==> src/rtl/div_sequencer_pkg.sv <==
// Shared constants and state encoding for the signed restoring divider control path.
package div_sequencer_pkg;

    localparam int WIDTH = 32;
    localparam int CNT_W = 5;
    localparam logic [CNT_W-1:0] LAST_CNT = CNT_W'(WIDTH - 1);

    typedef enum logic [2:0] {
        S_IDLE = 3'd0,
        S_LOAD = 3'd1,
        S_ITER = 3'd2,
        S_SIGN = 3'd3,
        S_DONE = 3'd4
    } div_state_e;

endpackage

==> src/rtl/div_iter_counter.sv <==
// Iteration step counter: synchronous clear wins over enable, flags the last step.
module div_iter_counter
    import div_sequencer_pkg::*;
(
    input  logic clock,
    input  logic clear_n,
    input  logic clr_i,
    input  logic en_i,
    output logic last_o
);

    logic [CNT_W-1:0] cnt_q;
    logic [CNT_W-1:0] cnt_d;

    always_comb begin
        cnt_d = cnt_q;
        if (clr_i) begin
            cnt_d = '0;
        end else if (en_i) begin
            cnt_d = cnt_q + CNT_W'(1);
        end
    end

    always_ff @(posedge clock or negedge clear_n) begin
        if (!clear_n) begin
            cnt_q <= '0;
        end else begin
            cnt_q <= cnt_d;
        end
    end

    assign last_o = (cnt_q == LAST_CNT);

endmodule

==> src/rtl/div_sequencer.sv <==
// Control FSM for the 32-bit signed restoring divider: load, 32 shift/subtract
// steps, sign fix, then a one-cycle result strobe. Outputs decode registered state.
module div_sequencer
    import div_sequencer_pkg::*;
(
    input  logic clock,
    input  logic clear_n,
    input  logic ctrl_DIV,
    input  logic dividend_sign,
    input  logic divisor_sign,
    input  logic divisor_zero,
    input  logic trial_sign,
    output logic reg_load,
    output logic reg_shift_en,
    output logic sel_diff,
    output logic new_lsb,
    output logic neg_quot,
    output logic neg_rem,
    output logic busy,
    output logic data_resultRDY,
    output logic data_exception
);

    div_state_e state_q;
    div_state_e state_d;

    logic dvd_sign_q;
    logic dvs_sign_q;
    logic zero_q;

    logic cnt_clr;
    logic cnt_en;
    logic cnt_last;

    div_iter_counter u_iter_counter (
        .clock   (clock),
        .clear_n (clear_n),
        .clr_i   (cnt_clr),
        .en_i    (cnt_en),
        .last_o  (cnt_last)
    );

    // A start strobe is honoured in every state, so the flags re-latch on any ctrl_DIV.
    always_ff @(posedge clock or negedge clear_n) begin
        if (!clear_n) begin
            dvd_sign_q <= 1'b0;
            dvs_sign_q <= 1'b0;
            zero_q     <= 1'b0;
        end else if (ctrl_DIV) begin
            dvd_sign_q <= dividend_sign;
            dvs_sign_q <= divisor_sign;
            zero_q     <= divisor_zero;
        end
    end

    always_ff @(posedge clock or negedge clear_n) begin
        if (!clear_n) begin
            state_q <= S_IDLE;
        end else begin
            state_q <= state_d;
        end
    end

    always_comb begin
        state_d = state_q;
        case (state_q)
            S_IDLE:  state_d = S_IDLE;
            S_LOAD:  state_d = zero_q ? S_DONE : S_ITER;
            S_ITER:  state_d = cnt_last ? S_SIGN : S_ITER;
            S_SIGN:  state_d = S_DONE;
            S_DONE:  state_d = S_IDLE;
            default: state_d = S_IDLE;
        endcase
        // Restart aborts whatever is in flight; the aborted op never strobes.
        if (ctrl_DIV) begin
            state_d = S_LOAD;
        end
    end

    always_comb begin
        reg_load       = 1'b0;
        reg_shift_en   = 1'b0;
        sel_diff       = 1'b0;
        new_lsb        = 1'b0;
        neg_quot       = 1'b0;
        neg_rem        = 1'b0;
        busy           = 1'b0;
        data_resultRDY = 1'b0;
        data_exception = 1'b0;
        cnt_clr        = 1'b0;
        cnt_en         = 1'b0;
        case (state_q)
            S_LOAD: begin
                reg_load     = 1'b1;
                reg_shift_en = 1'b1;
                busy         = 1'b1;
                cnt_clr      = 1'b1;
            end
            S_ITER: begin
                reg_shift_en = 1'b1;
                sel_diff     = ~trial_sign;
                new_lsb      = ~trial_sign;
                busy         = 1'b1;
                cnt_en       = 1'b1;
            end
            S_SIGN: begin
                reg_shift_en = 1'b1;
                neg_quot     = dvd_sign_q ^ dvs_sign_q;
                neg_rem      = dvd_sign_q;
                busy         = 1'b1;
            end
            S_DONE: begin
                data_resultRDY = 1'b1;
                data_exception = zero_q;
            end
            default: ;
        endcase
    end

endmodule

==> config.mk <==
export PLATFORM = sky130hd
export DESIGN_NAME = div_sequencer
export DESIGN_NICKNAME = d
export VERILOG_FILES = /design/src/rtl/div_sequencer_pkg.sv /design/src/rtl/div_iter_counter.sv /design/src/rtl/div_sequencer.sv
export SDC_FILE = /design/constraint.sdc
export NUM_CORES = 1
export LEC_CHECK = 0
export ABC_AREA = 1
export CAP_MARGIN = 20
export CORE_MARGIN = 4
export CORE_UTILIZATION = 41
export CTS_BUF_LIST = sky130_fd_sc_hd__clkbuf_8 sky130_fd_sc_hd__clkbuf_16
export CTS_CLUSTER_SIZE = 14
export DETAILED_ROUTE_END_ITERATION = 12
export GPL_ROUTABILITY_DRIVEN = 1
export GPL_TIMING_DRIVEN = 0
export PLACE_DENSITY = 0.74
export SETUP_SLACK_MARGIN = 0.2
export SLEW_MARGIN = 20
export SYNTH_ARGS = -nofsm -noshare
export SYNTH_HDL_FRONTEND = slang
export SYNTH_HIERARCHICAL = 1
export SYNTH_SLANG_ARGS = --single-unit
==> constraint.sdc <==
create_clock -name clock -period 1.1 [get_ports clock]
set_input_delay 0.165 -clock clock [delete_from_list [all_inputs] [get_ports clock]]
set_output_delay 0.165 -clock clock [all_outputs]
set_load 0.02 [all_outputs]
==> qor.txt, run 1 <==
Site Rows -> 13
Via count -> 549
# setup viols final -> 15
CTS root buf -> clkbuf_8
MaxCap Viol Count -> 0
CTS Sinks -> 11
Iter 0 DRT Violations -> 14
Vias in the first global route -> 499
CTS tree -> yes
Area grow syn2layout -> 71.28%
RSZ-0062 raised after global routing -> true
Total track usage -> 0.1382
Hold slack -> 273.6 ps
Die Wd -> 46.16 um
Fillcell total -> 98
Startpoint types -> flip-flop
Post-route clock period utilization -> 1.240
DP Worst Slack -> -580.6 ps
CORE AREA -> 0.001334 sq mm
Setup Skew -> 0.4734 ps
Total power -> 1.323 mW
GRT met3 Usage -> 0.02344
Initial antenna violation count -> 0
Die Area -> 0.002130 sq mm
Peak supply drop -> 1.026 mV
Synth Cell Area -> 596.8 sq um
Layout cells sized above 1 -> 0.5472
Pre-antenna DRT Iters -> 4
Most common cell after layout, fill and taps aside -> buf_4
Synth Area per Inst -> 8.176 sq um
IO Pins -> 16
Worst-path maximum fanout -> 3
Critical path endpoint category -> output pin
Die Span Y -> 46.16 um
Setup TNS -> -2651 ps
Max transition margin -> 0.6564
Yosys reg bits -> 11
Ant diodes -> 0
Arrival time worst endpoint -> 1200 ps
Final Critical Period -> 1364 ps
Worst-Margin Slew -> 513.7 ps
Cells after DPL -> 103
Power Density -> 1294 mW/mm^2
Grt met1 use -> 0.1812
Failing checks -> negative setup slack
First-pass GRT wire length -> 2111 um
PortBufs -> 15
H-tree lvl count -> 1
GRT met2 Usage -> 0.2253
Status -> finished, violations left
Area taken by multi-input logic gates -> 352.8 sq um
DR DRC count -> 0
Final Slew Violations -> 0
Skew-Pair Late Insertion Delay -> 230 ps
Nets -> 116
Maximum clock path buffer count -> 2
Synth cell types -> 17
Total area of sequential cells -> 275.3 sq um
Leakage -> 0.5080 nW
Ys Warns -> 6
Cells after Synth -> 73
Final setup margin -> -263.9 ps
Largest net degree at the start of global routing -> 12
Clock Pin Slew Worst Setup and Hold Paths -> 50 ps
Vias per inst -> 4.537
Worst EP required -> 940 ps
Placer congestion estimate -> 0.7483
TritonCTS buffer count -> 3
Seq/Total Area, Yosys -> 0.4612
Placed wire-length estimate -> 873.9 um
Global route total overflow -> 0
Syn_nets -> 82
Fmax achieved -> 733.2 MHz
Worst Hold Class -> in2reg
WL/cell -> 12.16 um
Most frequent cells in the layout -> buf_4, nand2_1, dfrtp_1
Grt peak-use layer -> met2
Finished Layout Cells -> 121
Detail Route Antenna Nets -> 0
WS Path Type -> reg2out
CTS Hold Buffers Added -> 0
Initial core utilization -> 0.4475
Post-Route WL -> 1471 um
Hold Vio Cnt, Final -> 0
R2R Setup Slk -> -230 ps
[synthesized netlist by cell type, drive strengths merged]
cell type | count | area (sq um)
nand2 | 18 | 70.07
nor2 | 14 | 72.57
dfrtp | 11 | 275.3
inv | 11 | 41.29
nand3 | 5 | 30.03
o21ai | 4 | 20.02
a21oi | 3 | 18.77
buf | 2 | 15.01
ha | 2 | 25.02
nor3 | 2 | 20.02
xnor2 | 1 | 8.760
[through the flow]
stage,area (sq um),util
detailed placement,820.8,0.6154
finish,1022,0.7664
global route,1022,0.7664
global placement,820.8,0.6154
floorplan,651.9,-
CTS,945.9,0.7092
[cell type report]
| type | instances | share of cell area |
|---|---|---|
| Clock inverter | 1 | 0.003672 |
| Sequential cell | 11 | 0.2693 |
| Clock buffer | 3 | 0.04039 |
| Timing Repair Buffer | 29 | 0.2619 |
| Buffer | 2 | 0.01836 |
| Inverter | 11 | 0.04284 |
| Multi-Input combinational cell | 49 | 0.3452 |
| Tap cell | 15 | 0.01836 |
[power by group]
| part | switching (mW) | internal [mW] | total (mW) | leakage, nW |
|---|---|---|---|---|
| Sequential | 0.0293 | 0.445 | 0.475 | 0.143 |
| Combinational | 0.233 | 0.228 | 0.461 | 0.338 |
| Clock | 0.143 | 0.244 | 0.387 | 0.0269 |
| Total | 0.406 | 0.917 | 1.32 | 0.508 |
[what timing repair did]
item / in CTS / in global routing
endpoints found under the setup margin: 15 / 18
pin swaps: 8 / 7
setup buffers: 9 / 5
resized for setup: 52 / 12
[sequential cells by signal, summed over array words and instances (netlist names)]
name	cells
dvs_sign_q	1
dvd_sign_q	1
state_q	3
zero_q	1
u_iter_counter/cnt_q	5
[logic make-up after synthesis]
family	share of synthesized area
AOI/OAI and AO/OA	0.06499
xor gates and xnor gates	0.01468
adders and majority gates	0.04192
buffers and inverters	0.09433
DFF	0.4612
and+or+nand+nor	0.3229
[per-layer routing]
layer / up-vias / part of all wire / wire, um
met3: 0 / 0.037 / 55
met4: 0 / 0 / 0
met5: - / 0 / 0
li1: 288 / - / -
met1: 248 / 0.43 / 631
met2: 13 / 0.53 / 784
[worst max-delay path, stage by stage, from the launching register on]
cell and delay [ps]:
dfrtp_1 360, inv_2 70, nor2_4 170, nand2_4 80, nor2_4 90, buf_6 90
buf_6 100
[worst paths after layout]
| path | startpoint | end | cells after the start |
|---|---|---|---|
| setup / recovery | state_q[1]$_DFF_PN0_ | sel_diff | 6 |
| hold / removal | ctrl_DIV | state_q[2]$_DFF_PN0_ | 2 |
| max in group asynchronous | clear_n | dvd_sign_q$_DFFE_PN0P_ | 1 |
| min in group asynchronous | clear_n | u_iter_counter/cnt_q[4]$_DFFE_PN0P_ | 1 |
| hold reg to reg | dvs_sign_q$_DFFE_PN0P_ | dvs_sign_q$_DFFE_PN0P_ | 2 |
| setup reg to reg | state_q[2]$_DFF_PN0_ | u_iter_counter/cnt_q[3]$_DFFE_PN0P_ | 9 |
Power figures use the tool's default switching activity.
==> inputs of run 2 (changes only) <==
CAP_MARGIN = 15   (was 20)
TNS_END_PERCENT = 1   (was unset)
==> run 2 against run 1 <==
  * The run still ends with negative setup slack left
  * Highest routed layer is now met4
  * Via count decreased by 2.0%
  * Critical path depth decreased by 1
  * Sequential share of layout area increased by 5.1 points
  * Die area unchanged
  * Worst setup slack got worse by 5.8 ps
  * Cell count decreased by 9.9%
==> qor.txt, run 2 (synthesis gave the netlist of run 1 again) <==
DR DRC count -> 0 (unchanged)
First-pass GRT wire length -> 2242 um (+6.2%)
Maximum clock path buffer count -> 2 (unchanged)
Max transition margin -> 0.6785 (+0.02207)
Leakage -> 0.4370 nW (-14%)
Peak supply drop -> 0.8038 mV (-22%)
Detail Route Antenna Nets -> 0 (unchanged)
Finished Layout Cells -> 109 (-9.9%)
Initial antenna violation count -> 0 (unchanged)
Hold slack -> 262.8 ps (-10.78 ps)
Clock Pin Slew Worst Setup and Hold Paths -> 50 ps (about the same)
Total track usage -> 0.1510 (+0.01285)
Site Rows -> 13 (unchanged)
Placed wire-length estimate -> 929.5 um (+6.4%)
Layout cells sized above 1 -> 0.4149 (-0.1323)
Arrival time worst endpoint -> 1200 ps (about the same)
CORE AREA -> 0.001334 sq mm (unchanged)
Post-Route WL -> 1273 um (-13%)
TritonCTS buffer count -> 3 (unchanged)
Via count -> 538 (-2.0%)
Area grow syn2layout -> 45.28%
Fmax achieved -> 730.1 MHz (-0.42%)
CTS Hold Buffers Added -> 0 (unchanged)
Fillcell total -> 121 (+23%)
Status -> finished, violations left
PortBufs -> 15 (unchanged)
Worst EP required -> 940 ps (about the same)
Worst-Margin Slew -> 480.7 ps (-33.00 ps)
Nets -> 104 (-10%)
Skew-Pair Late Insertion Delay -> 230 ps (about the same)
CTS Sinks -> 11 (unchanged)
CTS root buf -> clkbuf_8
Vias in the first global route -> 509 (+2.0%)
Die Span Y -> 46.16 um (unchanged)
RSZ-0062 raised after global routing -> true
Final Critical Period -> 1370 ps (+5.760 ps)
Cells after DPL -> 103 (unchanged)
Iter 0 DRT Violations -> 4 (-10)
GRT met2 Usage -> 0.2582 (+0.03297)
Max reg flops -> 5 (unchanged)
Final Slew Violations -> 0 (unchanged)
Die Wd -> 46.16 um (unchanged)
Top flop regs -> u_iter_counter/cnt_q x5, state_q x3
IO Pins -> 16 (unchanged)
Pre-antenna DRT Iters -> 4 (unchanged)
Post-route clock period utilization -> 1.245 (+0.005236)
Largest net degree at the start of global routing -> 12 (unchanged)
Top reg by flops -> u_iter_counter/cnt_q
Die Area -> 0.002130 sq mm (unchanged)
Power Density -> 1332 mW/mm^2 (+2.9%)
Worst Hold Class -> in2async
GRT met3 Usage -> 0.02344 (unchanged)
Setup TNS -> -2614 ps (+36.26 ps)
Grt met1 use -> 0.1763 (-0.004831)
Initial core utilization -> 0.4475 (unchanged)
DP Worst Slack -> -557.0 ps (+23.65 ps)
Startpoint types -> flip-flop
Ant diodes -> 0 (unchanged)
WL/cell -> 11.68 um (-3.9%)
MaxCap Viol Count -> 0 (unchanged)
Worst-path maximum fanout -> 3 (unchanged)
Critical path endpoint category -> output pin
Vias per inst -> 4.936 (+8.8%)
WS Path Type -> reg2out
Hold Vio Cnt, Final -> 0 (unchanged)
# setup viols final -> 15 (unchanged)
Failing checks -> negative setup slack
H-tree lvl count -> 1 (unchanged)
CTS tree -> yes
Most common cell after layout, fill and taps aside -> nand2_1
Setup Skew -> 0.6434 ps (+0.1700 ps)
Placer congestion estimate -> 0.7127 (-4.8%)
Global route total overflow -> 0 (unchanged)
Most frequent cells in the layout -> nand2_1, buf_4, dfrtp_1
Final setup margin -> -269.7 ps (-5.760 ps)
Grt peak-use layer -> met2
## run 2: cell types whose count changed in the layout (fill, tap and decap cells not counted), moves of 2 or more
cell,change
nand2_2,-2
nand3_1,+2
buf_4,-6
nor2_4,-3
nor2_2,+2
inv_2,-2
dfrtp_1,-2
buf_6,-5
nand2_1,+3
dfrtp_2,+2
nand3_2,-2
## run 2: metal layers
layer  vias to the layer above  part of all wire  wire length (um)
met5                         -                 0                 0
met4                         0            0.0071                 9
met3                         2             0.052                66
met2                        10              0.53               676
met1                       257              0.41               521
li1                        269                 -                 -
## run 2: through the flow
step	power, mW	area, sq um	util
4_1_cts	1.161	835.8	0.6266
2_1_floorplan	0.6580	623.1	-
6_report	1.155	867.1	0.6501
3_3_place_gp	0.7455	792.0	0.5938
3_5_place_dp	0.7526	792.0	0.5938
5_1_grt	1.234	867.1	0.6501
## run 2: path summary, 6_finish.rpt
check                      cells past startpoint  slack, ps                                 from                                  end
setup / recovery                               5       -270                 state_q[2]$_DFF_PN0_                             sel_diff
hold / removal                                 1        260                              clear_n               dvd_sign_q$_DFFE_PN0P_
setup reg to reg                               8       -210                 state_q[2]$_DFF_PN0_  u_iter_counter/cnt_q[3]$_DFFE_PN0P_
hold reg to reg                                2        490  u_iter_counter/cnt_q[4]$_DFFE_PN0P_  u_iter_counter/cnt_q[4]$_DFFE_PN0P_
max in group asynchronous                      1        480                              clear_n                 state_q[0]$_DFF_PN0_
min in group clock                             2        260                             ctrl_DIV                 state_q[2]$_DFF_PN0_
## run 2: power breakdown
part	internal (mW)	switching [mW]	leakage, nW
Combinational	0.122	0.167	0.269
Sequential	0.446	0.0356	0.141
Clock	0.244	0.140	0.0269
Total	0.812	0.343	0.437
## run 2: layout make-up
class                           count  area (sq um)  share of cell area
Buffer                              2         15.01             0.01732
Clock buffer                        3         41.29             0.04762
Clock inverter                      1         3.754            0.004329
Inverter                           11         46.29             0.05339
Multi-Input combinational cell     49         314.1              0.3622
Sequential cell                    11         277.8              0.3203
Tap cell                           15         18.77             0.02165
Timing Repair Buffer               17         150.1              0.1732
## run 2: worst max-delay path, cell delays in order, from the launching register on
cell	delay, ps
dfrtp_2	440
nor2_4	150
nand2_2	80
nor2_4	90
buf_4	110
buf_6	100
## run 2: timing repair
action	4_1_cts	5_1_grt
resized for setup	51	7
cloned	0	0
setup buffers	1	1
pin swaps	3	1
setup endpoints to repair	15	18
